## config.mk

```make
export PLATFORM = sky130hd
export DESIGN_NAME = updown_mod_counter
export DESIGN_NICKNAME = d
export VERILOG_FILES = /design/src/rtl/updown_mod_counter.sv
export SDC_FILE = /design/constraint.sdc
export NUM_CORES = 1
export LEC_CHECK = 0
export CORE_UTILIZATION = 34
export DETAILED_ROUTE_END_ITERATION = 6
export GPL_ROUTABILITY_DRIVEN = 0
export HOLD_SLACK_MARGIN = 0.02
export PLACE_DENSITY = 0.62
export REMOVE_ABC_BUFFERS = 1
export SETUP_SLACK_MARGIN = 0.2
export SKIP_CTS_REPAIR_TIMING = 1
export SLEW_MARGIN = 10
export SYNTH_ARGS = -nofsm -noshare
export SYNTH_HDL_FRONTEND = slang
export SYNTH_SLANG_ARGS = --single-unit
```

## constraint.sdc

```tcl
create_clock -name clk -period 4.6 [get_ports clk]
set_input_delay 0.69 -clock clk [delete_from_list [all_inputs] [get_ports clk]]
set_output_delay 0.69 -clock clk [all_outputs]
set_load 0.02 [all_outputs]
```

## src/rtl/updown_mod_counter.sv

```systemverilog
// Up/down modulo counter with a terminal count MAX_VALUE, a clamped step, and wrap or saturate overflow.
// Optional `define UPDOWN_MOD_COUNTER_WRAPCNT_EN adds a 16-bit wrap_count output.
module updown_mod_counter #(
  parameter int WIDTH     = 8,
  parameter int MAX_VALUE = 2**WIDTH - 1,
  parameter int SATURATE  = 0
) (
  input  logic             clk,
  input  logic             reset,
  input  logic             enable,
  input  logic             up,
  input  logic             down,
  input  logic             load,
  input  logic [WIDTH-1:0] load_value,
  input  logic [WIDTH-1:0] step,
  output logic [WIDTH-1:0] counter,
  output logic             at_max,
  output logic             at_min,
`ifdef UPDOWN_MOD_COUNTER_WRAPCNT_EN
  output logic [15:0]      wrap_count,
`endif
  output logic             wrap
);

  localparam logic [WIDTH:0] MAX_EXT = (WIDTH+1)'(MAX_VALUE);
  localparam logic [WIDTH:0] MODULUS = (WIDTH+1)'(MAX_VALUE + 1);

  logic [WIDTH-1:0] counter_reg;
  logic [WIDTH-1:0] counter_next;
  logic             wrap_reg;
  logic             wrap_next;

  logic [WIDTH:0] cnt_ext;
  logic [WIDTH:0] load_ext;
  logic [WIDTH:0] step_ext;
  logic [WIDTH:0] step_eff;
  logic [WIDTH:0] up_sum;
  logic [WIDTH:0] down_wrapped;
  logic           count_req;
  logic           up_over;
  logic           down_under;

  // Everything is computed one bit wider than the counter so no sum or difference truncates.
  always_comb begin
    cnt_ext      = {1'b0, counter_reg};
    load_ext     = {1'b0, load_value};
    step_ext     = {1'b0, step};
    step_eff     = (step_ext > MAX_EXT) ? MAX_EXT : step_ext;
    up_sum       = cnt_ext + step_eff;
    down_wrapped = cnt_ext + MODULUS - step_eff;
    up_over      = up_sum > MAX_EXT;
    down_under   = step_eff > cnt_ext;
    count_req    = enable && (up ^ down) && (step_eff != '0);
  end

  always_comb begin
    counter_next = counter_reg;
    wrap_next    = 1'b0;
    if (load) begin
      counter_next = (load_ext > MAX_EXT) ? MAX_EXT[WIDTH-1:0] : load_value;
    end else if (count_req) begin
      if (up) begin
        if (up_over) begin
          wrap_next = 1'b1;
          if (SATURATE != 0) begin
            counter_next = MAX_EXT[WIDTH-1:0];
          end else begin
            counter_next = WIDTH'(up_sum - MODULUS);
          end
        end else begin
          counter_next = up_sum[WIDTH-1:0];
        end
      end else begin
        if (down_under) begin
          wrap_next = 1'b1;
          if (SATURATE != 0) begin
            counter_next = '0;
          end else begin
            counter_next = down_wrapped[WIDTH-1:0];
          end
        end else begin
          counter_next = WIDTH'(cnt_ext - step_eff);
        end
      end
    end
  end

  always_ff @(posedge clk) begin
    if (reset) begin
      counter_reg <= '0;
      wrap_reg    <= 1'b0;
    end else begin
      counter_reg <= counter_next;
      wrap_reg    <= wrap_next;
    end
  end

  assign counter = counter_reg;
  assign wrap    = wrap_reg;
  assign at_max  = ({1'b0, counter_reg} == MAX_EXT);
  assign at_min  = (counter_reg == '0);

`ifdef UPDOWN_MOD_COUNTER_WRAPCNT_EN
  logic [15:0] wrap_count_reg;

  // Counts edges that produce a wrap pulse; load never produces one.
  always_ff @(posedge clk) begin
    if (reset) begin
      wrap_count_reg <= '0;
    end else if (wrap_next) begin
      wrap_count_reg <= wrap_count_reg + 16'd1;
    end
  end

  assign wrap_count = wrap_count_reg;
`endif

endmodule
```

# Word-level counts from Yosys, hierarchy flattened
# Index checks and enable logic that the tools add are counted.
# word_totals
register_bits,9
latch_bits,0
ramBits,0
mem_bits_ro,0
input_bits,22
output_inout_bits,11
mem_count,0
# op_classes
add_sub_neg,5
mul,0
n_div,0
order_cmp,3
eq_ne,1
n_shift,0
n_mux,9
bitwise_logic,2
n_reduce_logical,6
# op_table
operator,n
two-way mux 8 bit,6
subtractor 8 bit,2
adder 8 x 8 -> 9 bit,1
greater-than comparator 9 x 8 -> 1 bit (second input constant),1
adder 8 x 1 -> 8 bit (second input constant),1
== test 8 bit (second input constant),1
greater-than comparator 8 bit,1
greater-than comparator 8 bit (second input constant),1
logical NOT 8 bit,1
nonzero test 8 bit,1
subtractor 8 x 1 -> 8 bit (second input constant),1
two-way mux 1 bit,3
OR reduction 3 bit,1
logical AND 1 bit,2
nonzero test 2 bit,1
NOT 1 bit,1
XOR 1 bit,1

# Logic depth before layout (Yosys ltp)
# Gate-level depths: netlist (run 1).
# depth
depth_word,6
ltp_mapped,9

# Least setup slack after synthesis (run 1)
# No wires, ideal clock.
# synth_timing
path_kind,input-to-reg
startpoint,input port step[0]
endpoint,"register wrap_reg, in the netlist wrap"
setup_ps,125
arrival_time_ps,2131
required_time_ps,4475
setup_slack_ps,2344
path_stages,8
cell_sequence,ha_1 fa_1 and2b_1 o211ai_1 a21oi_1 o21a_1 o31ai_1 a21oi_1
# synth_via
elab_chain_cells,4
elab_cells_between_ends,10
cone_classes,add/sub: 1; order compare: 2; mux: 3; bitwise: 1; reduce/logical: 3
# synth_rtl
item,line,rtl
from (decl),15,"input logic [WIDTH-1:0] step,"
adder 8 x 8 -> 9 bit / nonzero test 8 bit (equally long branches),"49, 53",
greater-than comparator 9 x 8 -> 1 bit / logical AND 1 bit (equally long branches),"51, 53",
two-way mux 1 bit / NOT 1 bit (equally long branches),n/a,
two-way mux 1 bit / OR reduction 3 bit (equally long branches),n/a,
to (signal assigned),94,wrap_reg <= wrap_next;
to (decl),30,logic wrap_reg;
# Several ways; a longest one is shown, not always the timed one.
# A chain may end at the register's enable or synchronous reset.

# Worst setup path after layout (run 1)
# layout_timing
startpoint,input port up
endpoint,"register counter_reg[1], in the netlist counter[1]"
# layout_via
elab_chain_cells,4
elab_cells_between_ends,7
cone_classes,mux: 3; bitwise: 1; reduce/logical: 3
# layout_rtl
item,line,rtl
from (decl),11,"input logic up,"
XOR 1 bit,53,count_req = enable && (up ^ down) && (step_eff != '0);
logical AND 1 bit (2 in a row),53,
nonzero test 2 bit (no source line),n/a,
to (signal assigned),93,counter_reg <= counter_next;
to (decl),28,logic [WIDTH-1:0] counter_reg;
# Several ways; a longest one is shown, not always the timed one. The select of a mux whose other input is x is not followed.

==> results of run 1 <==
[layout make-up]
class	instances	area share [%]
Clock buffer	4	1.78
Inverter	13	3.30
Sequential cell	9	12.2
Tap cell	44	3.72
Multi-Input combinational cell	115	57.4
Timing Repair Buffer	32	21.7
[worst max path at each step]
stage | slack, ns | to | cells after the start | startpoint
2_1_floorplan | 2.35 | wrap | 8 | step[0]
3_3_place_gp | 1.64 | counter[1] | 7 | up
3_5_place_dp | 1.56 | counter[1] | 7 | up
4_1_cts | 1.83 | counter[1] | 7 | up
5_1_grt | 1.62 | counter[1] | 7 | up
6_report | 1.82 | counter[1] | 7 | up
[routing by layer]
| layer | vias up | wire [um] | GRT usage, % |
|---|---|---|---|
| met4 | 0 | 8 | 0.680 |
| met3 | 2 | 125 | 4.59 |
| li1 | 577 | - | - |
| met1 | 519 | 1450 | 22.5 |
| met5 | - | 0 | 0 |
| met2 | 27 | 1250 | 28.6 |
[cells by family (layout without fill, tap and decap cells)]
kind of cell / count (synthesis) / count (layout) / synth area share [%]
simple gates: 43 / 43 / 20.5
flops: 9 / 9 / 16.3
mux: 2 / 2 / 1.81
compound gates: 45 / 45 / 27.1
buf+inv: 20 / 49 / 7.12
xor+xnor: 7 / 7 / 5.54
fa+ha+maj: 18 / 18 / 21.7
[per-stage QoR]
step	utilization, %	cell area (sq um)	cells
3_5_place_dp	47.2	1450	213
6_report	48.0	1480	217
3_3_place_gp	47.2	1450	213
5_1_grt	48.0	1480	217
4_1_cts	48.0	1480	217
2_1_floorplan	-	1080	137
[placed cells by master, fill, tap and decap left out, types with 3 or more instances in the layout]
| cell type | count |
|---|---|
| nor3b_1 | 3 |
| o22ai_1 | 3 |
| o21ai_0 | 5 |
| clkdlybuf4s50_1 | 32 |
| inv_1 | 13 |
| nand2_1 | 9 |
| dfxtp_1 | 9 |
| ha_1 | 16 |
| clkbuf_4 | 3 |
| xnor2_1 | 7 |
| nor2_1 | 13 |
| a21oi_1 | 17 |
| o31ai_1 | 3 |
[power breakdown]
group          total [mW]  leakage [nW]  internal [mW]  switching [mW]
registers          0.0949        0.0743         0.0841          0.0108
logic               0.152         0.513         0.0750          0.0773
clock network      0.0618        0.0150         0.0335          0.0283
total               0.309         0.602          0.193           0.116
[worst max-delay path: cells and delay by family]
kind / cells / cell delay (ns)
simple gates: 2 / 0.10
mux: 1 / 0.26
buf+inv: 1 / 0.91
compound gates: 2 / 0.77
xor+xnor: 1 / 0.17
==> flow_summary.toml, run 1 <==
[job]
timing.max_cap.violations = 0

[clock_network]
numCtsBuffers = 3
h-tree-depth = 1
cts_tree = "yes"
clockBufferDepth = 2
clk_pin_slew_ns = 0.06
cts.sinks = 9
clk_latency_ns = 0.26
cts-root-buf = "clkbuf_4"

[sta]
layout_min_cycle_time_ns = 2.78
slew_headroom_pct = 52.5
fin_tns_setup_ns = 0
skew_ns = 0.00577
fin_ws_ns = 1.82
finalSetupViolCount = 0
max_freq_mhz = 360
worstMarginPinSlew_ns = 0.712
period_share_pct = 60.4
holdWs_ns = 0.625
rsz0062_at_grt = "false"
drv_slew = 0
timing_hold_violations_final = 0

[hold_path]
worst_hold_path_type = "reg2reg"
hold_path_end = "counter[7]"
worstHoldStart = "counter[7]"
holdPathStages = 2

[synthesis]
yosys-top-cells-count = "a21oi_1, ha_1, inv_1, nor2_1"
synth-seq-area-share_pct = 16.3
yosysTopAreaCell = "ha_1"
synth_edf_count = 0
avgSynthCellArea_sq_um = 7.69
ys.flop_type = "dfxtp_1"
synth.area.top_cells = "ha_1, dfxtp_1, a21oi_1"
synthArstFlopShare_pct = 0
synth.top_cell.area_share_pct = 18.1
synth_seq_cells = 9
yosys_warnings = 0
synth_most_common_cell = "a21oi_1"
synth_cell_types = 40
synthCells = 144
syn_area_sq_um = 1110

[floorplanning]
ios = 33
die_w_um = 59.1
design.core.area_sq_um = 3080
die_h_um = 59.1
rows = 20
die-area_sq_um = 3490
start_util_pct = 36.0

[cells_and_area]
final_layout_size_suffix_gt1_share_pct = 3.47
seqCellArea_sq_um = 180
fillers = 326
multi_input_area_sq_um = 848
nets = 214
antenna_cells = 0
syn2layout_area_growth_pct = 33.6
largest_reg_flops = 8

[placed_design]
dpl.hpwl_mm = 2.27
dpl_worst_slack_ns = 1.56
numPortBuffers = 32

[drt]
route.vias.total = 1125
wire_per_inst_um = 13.1
ant_nets = 0
drc = 0
drtIter0Drc = 22
first_pass_iters = 4
drt-vias-per-instance = 5.18
routed_wl_mm = 2.84

[critical_path]
reg2reg_to = "wrap"
path_class = "in2reg"
required_ns = 4.74
r2r_start = "counter[0]"
worst_path_max_delay_cell = "clkdlybuf4s50_1"
cp_common_cell = "nor2_1"
crit_path_start_kind = "input pin"
r2r_setup_slack_ns = 2.50
slowest_delay_ns = 0.91
cp_max_fo = 20
worst-endpoint-arrival_ns = 2.91
endpoint_kind = "flip-flop"
reg2reg_depth = 8
path_cells = "clkdlybuf4s50_1, xnor2_1, a211oi_2, mux2i_1, nor2_1, a21oi_1, nor2_1"

[global_route]
grt_max_degree = 21
track_usage_pct = 16.9
grt_overflow = 0
antenna_found_initial = 0
grt_pass1_vias = 1055
grt_first_pass_wirelength_mm = 4.51

[power]
leakage_nw = 0.602
ir_worst_vdd_v = 0.000140
finalPower_mw = 0.309
powerDensity_nw_per_um2 = 209

[status]
outcome = "complete, no violations"
(Power assumes the default switching activity.)
==> run 2, diff against run 1 <==
PLACE_DENSITY = 0.64   (was 0.62)
clock period = 2.5 ns   (was 4.6 ns; I/O delays follow)
==> run 2 against run 1 <==
- clock skew shrank 0.0044 ns
- critical path type unchanged
- critical endpoint is now counter[7]
- die area is the same
- sequential share of layout area shrank 1.1 points
- largest cell class unchanged
==> flow_summary.toml, run 2 (synthesis results as in run 1) <==
[placed_design]
dpl_worst_slack_ns = -0.0528
placed_cells = 227
numPortBuffers = 32
dpl.hpwl_mm = 2.48

[sta]
slew_headroom_pct = 67.2
layout_min_cycle_time_ns = 2.18
rsz0062_at_grt = "true"
finalSetupViolCount = 0
max_freq_mhz = 459
period_share_pct = 87.1
worstMarginPinSlew_ns = 0.491
fin_tns_setup_ns = 0
timing_hold_violations_final = 0
drv_slew = 0
skew_ns = 0.00136
fin_ws_ns = 0.323

[critical_path]
worst_path_max_delay_cell = "clkdlybuf4s50_1"
reg2reg_to = "counter[6]"
endpoint_kind = "flip-flop"
worst-path-stages = 10
path_cells = "clkdlybuf4s50_1, inv_1, ha_1, inv_1, a21oi_1, o31ai_1, buf_4, a211oi_2, xnor2_1, o221ai_1"
reg2reg_depth = 9
required_ns = 2.64
r2r_setup_slack_ns = 0.45
slowest_delay_ns = 0.48
path_class = "in2reg"
critPathTopFamily = "buffers and inverters"
path_buf_inv = 4
cp_max_fo = 5
r2r_start = "counter[0]"
worst-endpoint-arrival_ns = 2.31
cp_common_cell = "inv_1"
crit_path_start_kind = "input pin"

[floorplanning]
ios = 33
die-area_sq_um = 3490
design.core.area_sq_um = 3080
die_w_um = 59.1
start_util_pct = 36.0
rows = 20
die_h_um = 59.1

[cells_and_area]
final_layout_size_suffix_gt1_share_pct = 13.3
final_cells = 232
fin_util_pct = 53.0
final_cell_mix = "clkdlybuf4s50_1, a21oi_1, buf_4"
final_common_cell = "clkdlybuf4s50_1"
largest_reg_flops = 8
syn2layout_area_growth_pct = 47.3
antenna_cells = 0
nets = 229

[drt]
ant_nets = 0
drc = 0
routed_wl_mm = 3.06
drt-vias-per-instance = 5.09
wire_per_inst_um = 13.2
first_pass_iters = 4
route.vias.total = 1182
drtIter0Drc = 27

[global_route]
track_usage_pct = 18.3
grt_pass1_vias = 1098
grt_first_pass_wirelength_mm = 4.81
grt_max_degree = 18
grt_overflow = 0
antenna_found_initial = 0

[power]
leakage_nw = 0.714
ir_worst_vdd_v = 0.000284
powerDensity_nw_per_um2 = 368

[clock_network]
clk_pin_slew_ns = 0.06
numCtsBuffers = 3
clockBufferDepth = 2
cts-root-buf = "clkbuf_4"
clk_latency_ns = 0.26
cts.sinks = 9
h-tree-depth = 1
cts_tree = "yes"

[status]
outcome = "complete, no violations"

[hold_path]
worst_hold_path_type = "reg2reg"
holdPathStages = 2
worstHoldStart = "counter[7]"
hold_path_end = "counter[7]"

[job]
timing.max_cap.violations = 0
==> run 2: cell count changes in the layout (fill, tap and decap cells not counted), sizes merged <==
cell / before / now
dlymetal6s2s: 0 / 4
buf: 0 / 15
clkdlybuf4s50: 32 / 28
==> run 2: per-layer routing <==
metal  global-route usage [%]  up-vias  part of all wire (%)
met3                     4.80        4                   6.6
met2                     31.3       35                    47
met5                        0        -                     0
met1                     23.0      539                    46
li1                         -      604                     -
met4                     4.08        0                  0.69
==> run 2: worst reg2reg max path, stage by stage, from the launching register on <==
cell and delay [ns]:
dfxtp_1 0.43, inv_1 0.07, ha_1 0.21, fa_1 0.39
nor2b_1 0.18, o31a_1 0.18, nor3_1 0.06, o22ai_1 0.17
xnor2_1 0.15, o22ai_1 0.10
==> run 2: area by class of cell <==
class / instances / area [sq um]
timing repair buffer: 47 / 443
fill: 301 / 1450
multi-input combinational: 115 / 878
sequential: 9 / 180
clock buffer: 4 / 26.3
tap: 44 / 55.1
inverter: 13 / 48.8
==> run 2: metrics by stage <==
step	power, mW	cell area (sq um)	hold WS [ns]
final	0.601	1630	0.619
after floorplan	0.344	1080	0.444
after global placement	0.476	1560	0.608
after CTS	0.594	1580	0.621
after global routing	0.643	1630	0.685
after detailed placement	0.482	1560	0.607
==> run 2: worst max-delay path by stage <==
stage | endpoint | start
finish | counter[7] | step[4]
CTS | counter[7] | step[2]
global placement | wrap | step[0]
global route | counter[7] | step[4]
detailed placement | counter[7] | step[2]
floorplan | wrap | counter[0]
==> run 2: report_power, final <==
group	total, mW	internal, mW	switching (mW)
logic	0.313	0.163	0.150
clock network	0.112	0.0615	0.0506
registers	0.175	0.155	0.0208
